### src/rtl/mul_acc_reduce.sv
// Sums COUNT consecutive valid products from the multiplier lane and drives the lane clock enable.
// Build option MUL_ACC_REDUCE_SAT_EN: saturate the narrowed sum instead of wrapping it.
module mul_acc_reduce #(
    parameter int WIDTH       = 16,
    parameter int ACC_WIDTH   = 24,
    parameter int COUNT       = 9,
    parameter int MUL_LATENCY = 4,
    parameter int FRAC_SHIFT  = 0
) (
    input  logic                    clock,
    input  logic                    reset,
    input  logic                    clock_enable,
    input  logic                    in_valid,
    input  logic signed [WIDTH-1:0] prod,
    input  logic                    clear,
    output logic                    mul_ce,
    output logic signed [WIDTH-1:0] out_data,
    output logic                    out_valid,
    input  logic                    out_ready,
    output logic                    out_sat,
    output logic                    busy
);
    localparam int CNT_W = (COUNT > 1) ? $clog2(COUNT) : 1;

    // Result is {clipped, narrowed value}.
`ifdef MUL_ACC_REDUCE_SAT_EN
    function automatic logic [WIDTH:0] narrow(input logic signed [ACC_WIDTH-1:0] v);
        logic [ACC_WIDTH-WIDTH:0] top;
        top = v[ACC_WIDTH-1:WIDTH-1];
        if (top == '0 || top == '1) return {1'b0, WIDTH'(v)};
        if (v[ACC_WIDTH-1])         return {2'b11, {(WIDTH-1){1'b0}}};
        return {2'b10, {(WIDTH-1){1'b1}}};
    endfunction
`else
    function automatic logic [WIDTH:0] narrow(input logic signed [ACC_WIDTH-1:0] v);
        return {1'b0, WIDTH'(v)};
    endfunction
`endif

    logic [MUL_LATENCY-1:0]        vpipe;
    logic [CNT_W-1:0]              count;
    logic signed [ACC_WIDTH-1:0]   acc;
    logic signed [ACC_WIDTH-1:0]   acc_in;
    logic signed [ACC_WIDTH-1:0]   sum;
    logic signed [ACC_WIDTH-1:0]   sum_shifted;
    logic [WIDTH:0]                narrowed;
    logic                          prod_valid;
    logic                          final_term;
    logic                          stall;

    assign stall       = out_valid && !out_ready;
    assign mul_ce      = clock_enable && !stall;
    assign prod_valid  = vpipe[MUL_LATENCY-1];
    assign final_term  = prod_valid && (count == CNT_W'(COUNT - 1));
    // A new sum starts from zero so the previous total never leaks into it.
    assign acc_in      = (count == '0) ? '0 : acc;
    assign sum         = acc_in + ACC_WIDTH'(prod);
    assign sum_shifted = sum >>> FRAC_SHIFT;
    assign narrowed    = narrow(sum_shifted);
    assign busy        = (count != '0) || (vpipe != '0);

    // Accumulation stage and output register; everything freezes with mul_ce.
    always_ff @(posedge clock or posedge reset) begin
        if (reset) begin
            vpipe     <= '0;
            count     <= '0;
            acc       <= '0;
            out_data  <= '0;
            out_sat   <= 1'b0;
            out_valid <= 1'b0;
        end else begin
            if (mul_ce) begin
                if (clear) begin
                    vpipe <= '0;
                    count <= '0;
                    acc   <= '0;
                end else begin
                    vpipe <= (vpipe << 1) | MUL_LATENCY'(in_valid);
                    if (prod_valid) begin
                        acc   <= sum;
                        count <= final_term ? '0 : count + 1'b1;
                    end
                    if (final_term) begin
                        out_data <= narrowed[WIDTH-1:0];
                        out_sat  <= narrowed[WIDTH];
                    end
                end
            end
            // A new sum landing in the handshake cycle keeps out_valid high.
            if (mul_ce && !clear && final_term)
                out_valid <= 1'b1;
            else if (out_valid && out_ready)
                out_valid <= 1'b0;
        end
    end
endmodule
### config.mk
export PLATFORM = sky130hd
export DESIGN_NAME = mul_acc_reduce
export DESIGN_NICKNAME = d
export VERILOG_FILES = /design/src/rtl/mul_acc_reduce.sv
export SDC_FILE = /design/constraint.sdc
export NUM_CORES = 1
export LEC_CHECK = 0
export BUFFER_PORTS_ARGS = -buffer_cell sky130_fd_sc_hd__buf_2
export CAP_MARGIN = 10
export CORE_ASPECT_RATIO = 0.9
export CORE_MARGIN = 2
export CORE_UTILIZATION = 30
export CTS_BUF_LIST = sky130_fd_sc_hd__clkbuf_16
export CTS_CLUSTER_SIZE = 8
export DETAILED_ROUTE_END_ITERATION = 16
export RECOVER_POWER = 100
export SYNTH_ARGS = -nofsm -noshare
export SYNTH_HDL_FRONTEND = slang
export SYNTH_SLANG_ARGS = --single-unit
### constraint.sdc
create_clock -name clock -period 2.9 [get_ports clock]
set_clock_uncertainty 0.05 [all_clocks]
set_input_delay 0.87 -clock clock [delete_from_list [all_inputs] [get_ports clock]]
set_output_delay 0.87 -clock clock [all_outputs]
set_load 0.05 [all_outputs]
==> flow_summary.ini <==
[status]
status = finished clean

[power_and_ir_drop]
clkPwrFrac = 0.376
p_seq_frac = 0.423
peakVddDrop_uv = 207
powerDensity_nw_per_um2 = 426
cellLeakagePower_nw = 1.52
internal_power_w = 0.00102
p_comb_frac = 0.202
p_sw_frac = 0.271
p_sw_w = 0.000380

[logic_synthesis]
synth_compound_area_frac = 0.177
postSynthCellCount = 262
synth.yosys.seq_area_share = 0.409
yosysTopAreaCellShare = 0.409
synth_area_leader_cell = dfrtp_1
synthMuxAreaShare = 0.0299
synth_top_family_by_area = simple AND/OR/NAND/NOR gates
synthAdderAreaFrac = 0.0928
synthArstFlopShare = 1.00
synth-seq-cells = 41
yosys.area_share.simple = 0.201
avgSynthCellArea_um2 = 9.57
synthXorXnorAreaFrac = 0.0564
ys.flop_type = dfrtp_1
ys_types = 50
syn_nets = 302
ys_top_cells_by_area = dfrtp_1 (41%), ha_1 (8.5%), nand2_1 (6.4%), nor2b_1 (5.0%), a22o_1 (4.2%)
synthesis.area_um2 = 2510
synth-edff-count = 0
synth_warnings = 0

[placed_design]
io_buffer_count = 40
dp_hpwl_um = 4410
gp_congestion = 0.896

[setup_path]
cp_max_fo = 4
arrival_ps = 2940
worstPathRequired_ps = 3020
critPathCaptureType = flip-flop
path_class = reg2reg
crit_chain = inv_2, ha_4, nor3b_4, buf_6, nor2b_1, ha_1, a21oi_2, nand2_2, o211ai_4, a31oi_4, or3_4, a32o_1
cp_slowest_cell = dfrtp_1
critical_path.max_stage_delay_ps = 390
cp-start-kind = flip-flop

[timing]
hold_slack_ps = 421
rsz0062_at_grt = yes
max_freq_mhz = 354
setup_viol = 0
min_period_over_period = 0.973
finalHoldViolCount = 0
min_period_ps = 2820
maxSlewViolCount = 0
max-slew-margin-rel = 0.290
worst_pin_slew_ps = 1070

[floorplan]
die_w_um = 100
die_h_um = 90.7
core-area_um2 = 8070
ios = 42
initial_utilization = 0.311
fp.dieArea_um2 = 9110
row_count = 31

[final_layout]
final_common_cell = nand2_1
antenna_cells = 0
final_cell_mix = nand2_1 (42), dfrtp_1 (41), buf_2 (23), buf_4 (23), clkbuf_1 (19)
fill_cells = 821
syn2layout_area_growth_pct = 31.2
utilization = 0.408
nNetsFinal = 371
drive_gt1_frac = 0.290

[routing]
drt-total-wl_um = 6450
drcViolationCount = 0
drtAntennaViolNets = 0
drt-initial-drc-count = 75
vias = 2113
wire_per_inst_um = 15.0
firstDrtPassIters = 4
vias_per_cell = 4.91

[cts]
clockBufferDepth = 2
numClockSinks = 41
htree_levels = 2
cts_made_buffers = 5
clk_pin_slew_ps = 60
clk_latency_ps = 280
cts_root_buf = clkbuf_16
cts_tree = done

[global_routing]
grt_pass1_vias = 2142
grt_max_degree = 42
grt_pass1_wl_um = 10300
grt.overflow.total = 0
antenna_found_initial = 0
grtUsageTotal = 0.144

[flow_run]
max-cap-violations = 0

[hold_path]
hold_class = reg2reg
[cell type report]
cell class | instances | area, µm² | share of cell area
clock buffers | 5 | 125 | 0.0380
clock inverters | 2 | 7.51 | 0.00228
inverters | 10 | 37.5 | 0.0114
multi-input cells | 202 | 1550 | 0.471
flip-flops and latches | 41 | 1030 | 0.312
well taps | 99 | 124 | 0.0376
repair buffers | 71 | 420 | 0.128
[path summary, 6_finish.rpt]
path                             startpoint     endpoint  slack, ps  cells after the start
worst max-delay path               count[1]       acc[9]         80                     12
worst min-delay path            out_data[3]  out_data[3]        420                      2
worst max register to register     count[1]       acc[9]         80                     12
worst min register to register  out_data[3]  out_data[3]        420                      2
max in group asynchronous             reset     vpipe[2]       1270                      3
min in group asynchronous             reset       acc[0]        860                      3
[power groups by stage]
stage / clock network (W) / registers [W] / logic [W]
final: 0.000526 / 0.000592 / 0.000283
after floorplan: 0 / 0.000601 / 0.000139
after global routing: 0.000572 / 0.000593 / 0.000308
after global placement: 0 / 0.000601 / 0.000227
after detailed placement: 0 / 0.000601 / 0.000231
after CTS: 0.000548 / 0.000591 / 0.000244
[critical path: cells and delay by family (launching register included)]
kind | cells | cell delay [ps]
flip-flops | 1 | 390
buffers and inverters | 2 | 230
AO/OA/AOI/OAI | 4 | 870
adder cells (fa/ha/maj) | 2 | 490
AND/OR/NAND/NOR | 4 | 680
[registers in the layout (all words and copies together), names as in the netlist]
register / count
count: 4
vpipe: 4
acc: 16
out_valid: 1
out_data: 16
[layer usage]
layer,part of all wire,global-route usage,vias up
li1,-,-,1055
met4,0.0071,0.0377,0
met5,0,0,-
met1,0.48,0.202,1017
met2,0.47,0.217,37
met3,0.046,0.0410,4
[what timing repair did]
| action | 4_1_cts | 5_1_grt |
|---|---|---|
| endpoints found under the setup margin | 10 | 17 |
| buffers inserted | 2 | 5 |
| pin swaps | 1 | 19 |
| resized for setup | 1 | 38 |
| hold endpoints to repair | 0 | 0 |
| hold buffers | 0 | 0 |
[cell families (layout without fill, tap and decap cells)]
kind of cell	count (synthesis)	count (layout)
compound gates	63	63
xor+xnor	14	14
fa+ha+maj	18	18
buf+inv	19	88
flops	41	41
mux	7	7
other cells	1	1
simple gates	99	99
[synthesized netlist by cell type, types with 2 or more instances]
cell and n:
a31oi_1 3, o211ai_1 3, o21ai_0 18, buf_2 5
mux2i_1 3, nor2_1 11, nand2b_1 5, nand2_1 43
dfrtp_1 41, nand3_1 5, o31ai_1 2, ha_1 17
a21oi_1 11, xor2_1 3, nor3_1 2, or3_1 2
clkbuf_1 3, nor2b_1 20, mux2_2 4, nand4_1 2
a22o_1 12, xnor2_1 10, inv_1 10
[through the flow]
step	instance area (µm²)	setup TNS (ps)	instances	power (W)	setup slack, ps
4_1_cts	3120	0	425	0.00138	0.451
3_5_place_dp	2970	-418	416	0.000832	-96.2
3_3_place_gp	2970	-136	416	0.000828	-82.3
5_1_grt	3290	-201	430	0.00147	-47.7
6_report	3290	0	430	0.00140	78.1
2_1_floorplan	2510	0	262	0.000740	59.6
No activity file was read; power rests on OpenSTA's default activity.
